--- src/rtl/shift_frame_ctrl_pkg.sv ---
// shift_frame_ctrl_pkg
// Shared definitions for the serial-in/parallel-out frame controller:
// the FSM state encoding and the helper that sizes the bit counter.
// No ports. Optional build macro used by the design: SHIFT_FRAME_CTRL_PARITY_EN.
package shift_frame_ctrl_pkg;

  localparam logic [1:0] ST_IDLE  = 2'd0;
  localparam logic [1:0] ST_SHIFT = 2'd1;
  localparam logic [1:0] ST_HOLD  = 2'd2;

  typedef enum logic [1:0] {
    S_IDLE  = ST_IDLE,
    S_SHIFT = ST_SHIFT,
    S_HOLD  = ST_HOLD
  } state_e;

  // Bits needed to hold a count that runs 0..term inclusive.
  function automatic int cnt_width(input int term);
    return (term < 1) ? 1 : $clog2(term + 1);
  endfunction

endpackage

--- src/rtl/shift_frame_ctrl_if.sv ---
// shift_frame_ctrl_if
// Bundles the bit-level input side (start, bit strobe, bit) and the
// word-level valid/ready output side of the frame controller.
//   slave  : controller view (consumes bits and ready, drives word/valid)
//   master : line receiver / consumer view (drives bits and ready)
// Parameter WIDTH: width of the parallel word.
interface shift_frame_ctrl_if #(
  parameter int WIDTH = 8
) ();

  logic             start_i;
  logic             bit_valid_i;
  logic             bit_i;
  logic             word_valid_o;
  logic             word_ready_i;
  logic [WIDTH-1:0] word_o;

  modport slave (
    input  start_i, bit_valid_i, bit_i, word_ready_i,
    output word_valid_o, word_o
  );

  modport master (
    output start_i, bit_valid_i, bit_i, word_ready_i,
    input  word_valid_o, word_o
  );

endinterface

--- src/rtl/shift_frame_ctrl_frame_bit_counter.sv ---
// frame_bit_counter
// Saturating beat counter for one frame.
//   clk_i, rst_ni : clock, asynchronous active-low reset
//   clr_i         : return count to 0 (wins over inc_i)
//   inc_i         : count one beat; holds once TERM is reached
//   cnt_o         : current count
//   tc_o          : high on the beat that brings the count to TERM
module frame_bit_counter
  import shift_frame_ctrl_pkg::*;
#(
  parameter int TERM  = 8,
  parameter int CNT_W = cnt_width(TERM)
) (
  input  logic             clk_i,
  input  logic             rst_ni,
  input  logic             clr_i,
  input  logic             inc_i,
  output logic [CNT_W-1:0] cnt_o,
  output logic             tc_o
);

  localparam logic [CNT_W-1:0] TERM_C = CNT_W'(TERM);
  localparam logic [CNT_W-1:0] LAST_C = CNT_W'(TERM - 1);

  logic [CNT_W-1:0] cnt_d, cnt_q;

  always_comb begin
    cnt_d = cnt_q;
    if (clr_i) begin
      cnt_d = '0;
    end else if (inc_i && (cnt_q != TERM_C)) begin
      cnt_d = cnt_q + 1'b1;
    end
  end

  always_ff @(posedge clk_i or negedge rst_ni) begin
    if (!rst_ni) begin
      cnt_q <= '0;
    end else begin
      cnt_q <= cnt_d;
    end
  end

  assign cnt_o = cnt_q;
  assign tc_o  = inc_i && !clr_i && (cnt_q == LAST_C);

endmodule

--- src/rtl/shift_frame_ctrl.sv ---
// shift_frame_ctrl
// Sequencing controller for a serial-in/parallel-out shift datapath.
// A start pulse clears the register and arms SHIFT; FRAME_BITS qualified
// bits are shifted in MSB-first, then the word is held on a valid/ready
// handshake. Bits arriving while the word waits are dropped and flagged.
//   clk_i, rst_ni : clock, asynchronous active-low reset
//   bus (slave)   : start_i, bit_valid_i, bit_i, word_ready_i in;
//                   word_valid_o, word_o out
//   busy_o        : high while in SHIFT
//   overrun_o     : sticky, a bit arrived during HOLD; cleared by accepted start
//   parity_err_o  : parity mismatch of the last frame (0 unless parity build)
// Build macro SHIFT_FRAME_CTRL_PARITY_EN: expect one even-parity beat after
// the data beats; it is checked, not stored, and the move to HOLD happens on it.
module shift_frame_ctrl
  import shift_frame_ctrl_pkg::*;
#(
  parameter int WIDTH      = 8,
  parameter int FRAME_BITS = 8
) (
  input  logic                clk_i,
  input  logic                rst_ni,
  shift_frame_ctrl_if.slave   bus,
  output logic                busy_o,
  output logic                overrun_o,
  output logic                parity_err_o
);

`ifdef SHIFT_FRAME_CTRL_PARITY_EN
  localparam int BEATS = FRAME_BITS + 1;
`else
  localparam int BEATS = FRAME_BITS;
`endif
  localparam int CNT_W = cnt_width(BEATS);
  localparam logic [CNT_W-1:0] DATA_BEATS = CNT_W'(FRAME_BITS);

  state_e           state_d, state_q;
  logic [WIDTH-1:0] sreg_d, sreg_q;
  logic             ovr_d, ovr_q;
  logic             cnt_clr, cnt_inc, cnt_tc;
  logic [CNT_W-1:0] cnt_q;
  logic             data_beat;
  logic             accept_start;

  frame_bit_counter #(
    .TERM  (BEATS),
    .CNT_W (CNT_W)
  ) u_cnt (
    .clk_i  (clk_i),
    .rst_ni (rst_ni),
    .clr_i  (cnt_clr),
    .inc_i  (cnt_inc),
    .cnt_o  (cnt_q),
    .tc_o   (cnt_tc)
  );

  // Beats below FRAME_BITS carry data; with parity enabled the one after is the parity beat.
  assign data_beat = (cnt_q < DATA_BEATS);

  always_comb begin
    state_d      = state_q;
    sreg_d       = sreg_q;
    ovr_d        = ovr_q;
    cnt_clr      = 1'b0;
    cnt_inc      = 1'b0;
    accept_start = 1'b0;
    case (state_q)
      S_IDLE: begin
        if (bus.start_i) accept_start = 1'b1;
      end
      S_SHIFT: begin
        // A restart beats a same-cycle bit; that bit is dropped.
        if (bus.start_i) begin
          accept_start = 1'b1;
        end else if (bus.bit_valid_i) begin
          cnt_inc = 1'b1;
          if (data_beat) sreg_d = {sreg_q[WIDTH-2:0], bus.bit_i};
          if (cnt_tc) state_d = S_HOLD;
        end
      end
      S_HOLD: begin
        if (bus.bit_valid_i) ovr_d = 1'b1;
        // start is only honoured together with the handshake.
        if (bus.word_ready_i) begin
          state_d = S_IDLE;
          if (bus.start_i) accept_start = 1'b1;
        end
      end
      default: state_d = S_IDLE;
    endcase
    if (accept_start) begin
      state_d = S_SHIFT;
      sreg_d  = '0;
      ovr_d   = 1'b0;
      cnt_clr = 1'b1;
    end
  end

  always_ff @(posedge clk_i or negedge rst_ni) begin
    if (!rst_ni) begin
      state_q <= S_IDLE;
      sreg_q  <= '0;
      ovr_q   <= 1'b0;
    end else begin
      state_q <= state_d;
      sreg_q  <= sreg_d;
      ovr_q   <= ovr_d;
    end
  end

`ifdef SHIFT_FRAME_CTRL_PARITY_EN
  logic par_d, par_q;
  logic perr_d, perr_q;

  // Running XOR of the data bits, compared against the parity beat.
  always_comb begin
    par_d  = par_q;
    perr_d = perr_q;
    if (accept_start) begin
      par_d  = 1'b0;
      perr_d = 1'b0;
    end else if ((state_q == S_SHIFT) && bus.bit_valid_i) begin
      if (data_beat) par_d  = par_q ^ bus.bit_i;
      else           perr_d = par_q ^ bus.bit_i;
    end
  end

  always_ff @(posedge clk_i or negedge rst_ni) begin
    if (!rst_ni) begin
      par_q  <= 1'b0;
      perr_q <= 1'b0;
    end else begin
      par_q  <= par_d;
      perr_q <= perr_d;
    end
  end

  assign parity_err_o = perr_q;
`else
  assign parity_err_o = 1'b0;
`endif

  assign busy_o           = (state_q == S_SHIFT);
  assign bus.word_valid_o = (state_q == S_HOLD);
  assign bus.word_o       = sreg_q;
  assign overrun_o        = ovr_q;

endmodule

--- src/flat_wrapper.sv ---
// flat-port wrapper written by rule: the top's interface ports become plain ports
module shift_frame_ctrl_flat import shift_frame_ctrl_pkg::*;
#(
  parameter int WIDTH      = 8,
  parameter int FRAME_BITS = 8
)
  (clk_i, rst_ni, busy_o, overrun_o, parity_err_o, bus_start_i, bus_bit_valid_i, bus_bit_i, bus_word_ready_i, bus_word_valid_o, bus_word_o);
  shift_frame_ctrl_if #(.WIDTH(WIDTH)) bus_i ();
  input  logic clk_i;
  input  logic rst_ni;
  output logic busy_o;
  output logic overrun_o;
  output logic parity_err_o;
  input wire logic [$bits(bus_i.start_i)-1:0] bus_start_i;
  input wire logic [$bits(bus_i.bit_valid_i)-1:0] bus_bit_valid_i;
  input wire logic [$bits(bus_i.bit_i)-1:0] bus_bit_i;
  input wire logic [$bits(bus_i.word_ready_i)-1:0] bus_word_ready_i;
  output wire logic [$bits(bus_i.word_valid_o)-1:0] bus_word_valid_o;
  output wire logic [$bits(bus_i.word_o)-1:0] bus_word_o;
  assign bus_i.start_i = bus_start_i;
  assign bus_i.bit_valid_i = bus_bit_valid_i;
  assign bus_i.bit_i = bus_bit_i;
  assign bus_i.word_ready_i = bus_word_ready_i;
  assign bus_word_valid_o = bus_i.word_valid_o;
  assign bus_word_o = bus_i.word_o;
  shift_frame_ctrl #(.WIDTH(WIDTH), .FRAME_BITS(FRAME_BITS)) u_core (.clk_i(clk_i), .rst_ni(rst_ni), .bus(bus_i), .busy_o(busy_o), .overrun_o(overrun_o), .parity_err_o(parity_err_o));
endmodule
--- config.mk ---
export PLATFORM = sky130hd
export DESIGN_NAME = shift_frame_ctrl_flat
export DESIGN_NICKNAME = d
export VERILOG_FILES = /design/src/rtl/shift_frame_ctrl_pkg.sv /design/src/rtl/shift_frame_ctrl_if.sv /design/src/rtl/shift_frame_ctrl_frame_bit_counter.sv /design/src/rtl/shift_frame_ctrl.sv /design/src/flat_wrapper.sv
export SDC_FILE = /design/constraint.sdc
export NUM_CORES = 1
export LEC_CHECK = 0
export CAP_MARGIN = 20
export CORE_MARGIN = 4
export CORE_UTILIZATION = 51
export DETAILED_ROUTE_END_ITERATION = 8
export HOLD_SLACK_MARGIN = 0.12
export PLACE_DENSITY = 0.86
export SLEW_MARGIN = 20
export SYNTH_ARGS = -nofsm -noshare
export SYNTH_HDL_FRONTEND = slang
export SYNTH_SLANG_ARGS = --single-unit
--- constraint.sdc ---
create_clock -name clk_i -period 2.1 [get_ports clk_i]
set_input_delay 0.63 -clock clk_i [delete_from_list [all_inputs] [get_ports clk_i]]
set_output_delay 0.63 -clock clk_i [all_outputs]
set_load 0.1 [all_outputs]
==> impl_metrics.ini, run 1 <==
[grt]
grt_pass1_vias = 611
grt_pass1_wl_um = 2580
antenna_found_initial = 0
grt_max_degree = 16
overflow = 0
grt_usage_pct = 17.3

[cells_and_area]
layout_common_cells = 15 x dfrtp_1, 11 x buf_12, 8 x nor2_1, 7 x mux2i_1, 6 x a21oi_1
final_cells = 105
nFillCells = 91
areaGrowthSynthToFinish_pct = 42.8
final_area_mm2 = 0.00108
drive_gt1_share_pct = 24.4
final_nets = 99
final_util_pct = 80.1
diodes = 0
layout_commonest_cell = dfrtp_1

[clock_tree]
clkTransAtPathRegs_ns = 0.09
numCtsBuffers = 3
cts_resized = 0
cts_tree = done
numClockSinks = 15
cts_hold_buffers = 0
cts_setup_buffers = 0
root_buffer = clkbuf_4
cts_max_level = 1
clockBufferDepth = 2
clock_latency_ns = 0.29

[setup_path]
crit_arrival_ns = 1.25
max_stage_delay_ns = 0.46
cp-end-kind = output port
r2r_end = u_core.u_cnt.cnt_o[0]
crit-reg2reg-launch = u_core.u_cnt.cnt_o[0]
crit_family = flip-flops
r2r_cells = 5
crit_path_cell_trace = and2b_1 > buf_12
r2r_slack_ns = 0.70
crit_fanout = 6
cp_num_buf_inv = 1
start_kind = flip-flop
path_class = reg -> out
cp_data_required_time_ns = 1.47
critPathSlowestCell = dfrtp_1

[status]
status = finished, final reports clean

[sta]
fmax_mhz = 533
finalSetupViolCount = 0
rsz0062_at_grt = false
hold_ws_ns = 0.597
slew_viol_final = 0
fin_crit_sh_pct = 89.3
setup_slack_ns = 0.224
period_minus_slack_ns = 1.88
fin_skew_ns = 0.00536
fin_setup_tns_ns = 0
finalHoldViolCount = 0

[routing]
wirelength_um = 1520
routedWlPerCell_um = 14.5
vias = 574
top_layer = met4
wl_met3_um = 72
ant_nets = 0
via_per_inst = 5.47
drt_iter0_markers = 4
wl_met1_um = 704
drc = 0
wl_met2_um = 719
firstDrtPassIters = 3

[floorplan]
initial_core_util_pct = 56.1
die_w_um = 46.5
die_h_um = 46.5
core-area_mm2 = 0.00135
die-area_mm2 = 0.00216
rows = 13
io_pins = 18

[place]
dpl_cell_area_mm2 = 0.00105
portBuffers = 16
place_congestion = 0.881
post-dp-hpwl_um = 1150
post-place-ws_ns = 0.103
placed_cells = 101

[synthesis]
syn_inst = 70
ys_ff_latch = 15
netlist-cell-type-count = 26
syn-mean-instance-area_um2 = 10.8
syn_nets = 78
seq_area_frac_synth_pct = 49.6
ys_warn_count = 0
synth_area_um2 = 757

[power]
p_leak_nw = 0.486
peakVddDrop_v = 0.000415
p_total_uw = 544
power_density_mw_per_mm2 = 503

[worst_hold_path]
hp-start = u_core.bus.word_o[7]
hold_depth = 2
worstHoldEndpoint = u_core.bus.word_o[7]
hp-class = reg -> reg

[job]
maxCapViolations = 0
worst reg2reg max path: stages, from the launching register on:
cell     delay, ns
dfrtp_1       0.41
inv_1         0.06
ha_1          0.21
and3b_1       0.19
or3_1         0.30
a21oi_1       0.15
worst max-delay path by stage:
stage | slack, ns | depth (start not counted) | endpoint | startpoint
floorplan | 0.18 | 1 | busy_o | u_core.state_q[0]
global placement | 0.17 | 4 | u_core.u_cnt.cnt_o[0] | bus_bit_valid_i
detailed placement | 0.10 | 4 | u_core.u_cnt.cnt_o[3] | bus_bit_valid_i
CTS | 0.22 | 2 | bus_word_valid_o | u_core.state_q[0]
global route | 0.18 | 2 | bus_word_valid_o | u_core.state_q[0]
finish | 0.22 | 2 | bus_word_valid_o | u_core.state_q[0]
synthesized netlist by cell type:
cell type	instances	area, um^2
o2bb2ai_1	1	8.76
nand2_1	1	3.75
o21ai_0	4	20.0
and2b_1	1	7.51
buf_2	2	10.0
or3_1	2	12.5
nand3b_1	2	15.0
buf_4	1	7.51
nand2b_1	1	6.26
ha_1	2	25.0
mux2i_1	7	70.1
dfrtp_1	15	375
and3b_1	1	8.76
inv_1	5	18.8
o32ai_1	1	8.76
and4bb_2	1	12.5
nand3_1	2	10.0
nor2b_1	1	6.26
nand4bb_1	1	11.3
nand4b_1	1	8.76
a21oi_1	6	30.0
nor2_1	8	30.0
a21o_1	1	7.51
a21boi_2	1	11.3
conb_1	1	3.75
nand4bb_4	1	27.5
kinds of logic (layout without fill, tap and decap cells):
kind of cell | after synthesis | after routing | share of synthesized area (%)
flip-flops | 15 | 15 | 49.6
buffers and inverters | 8 | 28 | 4.79
AO/OA/AOI/OAI | 14 | 14 | 11.4
AND/OR/NAND/NOR | 23 | 23 | 21.2
multiplexers | 7 | 7 | 9.26
adder cells (fa/ha/maj) | 2 | 2 | 3.31
other | 1 | 1 | 0.495
registers in the layout (all words and copies together) (netlist names):
| signal | count |
|---|---|
| u_core.u_cnt.cnt_o | 4 |
| u_core.bus.word_o | 8 |
| u_core.state_q | 2 |
| u_core.overrun_o | 1 |
where the power goes:
| part | total, mW | switching (mW) | internal [mW] | leakage, nW |
|---|---|---|---|---|
| registers | 0.298 | 0.00547 | 0.293 | 0.203 |
| logic | 0.0821 | 0.0498 | 0.0323 | 0.265 |
| clock network | 0.164 | 0.0929 | 0.0709 | 0.0177 |
| total | 0.544 | 0.148 | 0.396 | 0.486 |
per-layer routing:
metal,GRT usage [%],vias to the layer above
li1,-,282
met1,22.7,274
met2,26.1,15
met3,3.91,3
met4,9.66,0
met5,0,-
area by class of cell:
cell class / count / area, um^2 / share of cell area (%)
tap: 15 / 18.8 / 1.74
clock buffer: 3 / 22.5 / 2.08
inverter: 5 / 18.8 / 1.74
sequential: 15 / 375 / 34.7
clock inverter: 1 / 5.00 / 0.463
timing repair buffer: 19 / 293 / 27.1
multi-input combinational: 47 / 348 / 32.2
Power figures use the tool's default switching activity.
==> run 2, diff against run 1 <==
CTS_CLUSTER_SIZE = 12   (was unset)
==> results of run 2 <==
Same layout as run 1: the final DEF is identical, and so are final timing and power.
==> RTL edit: new RTL, config.mk and constraints of run 1 <==
`WIDTH` is set to 8 in 3 places; all go to 6.
--- a/src/rtl/shift_frame_ctrl_if.sv
+++ b/src/rtl/shift_frame_ctrl_if.sv
@@ -5,7 +5,7 @@
 //   master : line receiver / consumer view (drives bits and ready)
 // Parameter WIDTH: width of the parallel word.
 interface shift_frame_ctrl_if #(
-  parameter int WIDTH = 8
+  parameter int WIDTH = 6
 ) ();
 
   logic             start_i;
--- a/src/rtl/shift_frame_ctrl.sv
+++ b/src/rtl/shift_frame_ctrl.sv
@@ -14,7 +14,7 @@
 module shift_frame_ctrl
   import shift_frame_ctrl_pkg::*;
 #(
-  parameter int WIDTH      = 8,
+  parameter int WIDTH      = 6,
   parameter int FRAME_BITS = 8
 ) (
   input  logic                clk_i,
--- a/src/flat_wrapper.sv
+++ b/src/flat_wrapper.sv
@@ -1,7 +1,7 @@
 // flat-port wrapper written by rule: the top's interface ports become plain ports
 module shift_frame_ctrl_flat import shift_frame_ctrl_pkg::*;
 #(
-  parameter int WIDTH      = 8,
+  parameter int WIDTH      = 6,
   parameter int FRAME_BITS = 8
 )
   (clk_i, rst_ni, busy_o, overrun_o, parity_err_o, bus_start_i, bus_bit_valid_i, bus_bit_i, bus_word_ready_i, bus_word_valid_o, bus_word_o);
Ports: changed (resized bus_word_o); port bits go from 18 to 16. The function was not compared with the original's and may differ.
==> RTL edit against run 1 <==
Fmax fell by 0.27%; clock power is 9.8% lower; sequential share of layout area is 0.60 points lower; power shrank 10%; via count is 0.70% lower; area after synthesis shrank 8.9%; setup slack got worse by 0.0052 ns; sequential cell count fell by 2; wire length fell by 1.6%; final area down 12%.
==> RTL edit: results (changes against run 1) <==
| Metric | Value |
|---|---|
| Met2 GRT Util | 28.1% (+2.0 points) |
| Multiplexer share of the synthesized area | 7.26% (-2.0 points) |
| Synth Area per Inst | 10.8 um^2 (-0.39%) |
| Dpl cell area | 927 um^2 (-12%) |
| Overall routing resource usage | 17.0% (-0.34 points) |
| Final Wtd Congestion | 0.770 (-13%) |
| Peak VDD IR | 0.438 mV (+5.5%) |
| First drt pass iteration count | 5 (+2) |
| Status | finished, final reports clean |
| Sequential share of the synthesized area | 47.2% (-2.4 points) |
| Routed wl met3 | 159 um (+120%) |
| Synth Area in Compound Gates | 12.5% (+1.1 points) |
| Top cells by area, synth | dfrtp_1, mux2i_1, nand4bb_4 |
| First-pass GRT wire length | 2440 um (-5.3%) |
| DP HPWL | 1090 um (-5.6%) |
| Hold_sp | u_core.overrun_o$_DFFE_PN0P_ |
| WHS | 0.597 ns (-0.000168 ns) |
| Port Buffers | 14 (-2) |
| Adder-cell share of the synthesized area | 3.63% (+0.32 points) |
| Syn nets | 72 (-7.7%) |
| Post-synth cell types | 25 (-3.8%) |
| Period minus WS final | 1.88 ns (+0.00517 ns) |
| Vias | 570 (-0.70%) |
| Mean routed wirelength per cell | 15.9 um (+9.9%) |
| Grt met1 use | 19.6% (-3.1 points) |
| Vias in the first global route | 564 (-7.7%) |
| Fillers | 78 (-14%) |
| Setup slack, reg-to-reg | 0.65 ns (-0.05 ns) |
| Largest net degree at the start of global routing | 14 (-2) |
| M1 WL | 618 um (-12%) |
| Fin nets | 89 (-10%) |
[RTL edit: changes by cell type after synthesis, moves of 2 or more]
| cell | run 1 | this run |
|---|---|---|
| mux2i_1 | 7 | 5 |
| dfrtp_1 | 15 | 13 |
| a21oi_2 | 0 | 2 |
| nor2_1 | 8 | 6 |
| a21oi_1 | 6 | 4 |
[RTL edit: final cells by class]
type	instances	area [um^2]	share of cell area, %
clock buffers	4	26.3	2.76
inverters	4	15.0	1.57
multi-input cells	44	332	34.8
flip-flops and latches	13	325	34.1
well taps	14	17.5	1.84
repair buffers	15	238	24.9
[RTL edit: power breakdown]
| group | internal (mW) | switching [mW] |
|---|---|---|
| Sequential | 0.254 | 0.00539 |
| Clock | 0.0736 | 0.0746 |
| Combinational | 0.0301 | 0.0492 |
| Total | 0.358 | 0.129 |
[RTL edit: worst min-delay path, delay by kind of cell, from the launching register on]
kind            cells  cell delay, ns
flops               1            0.41
simple gates        1            0.09
compound gates      1            0.06
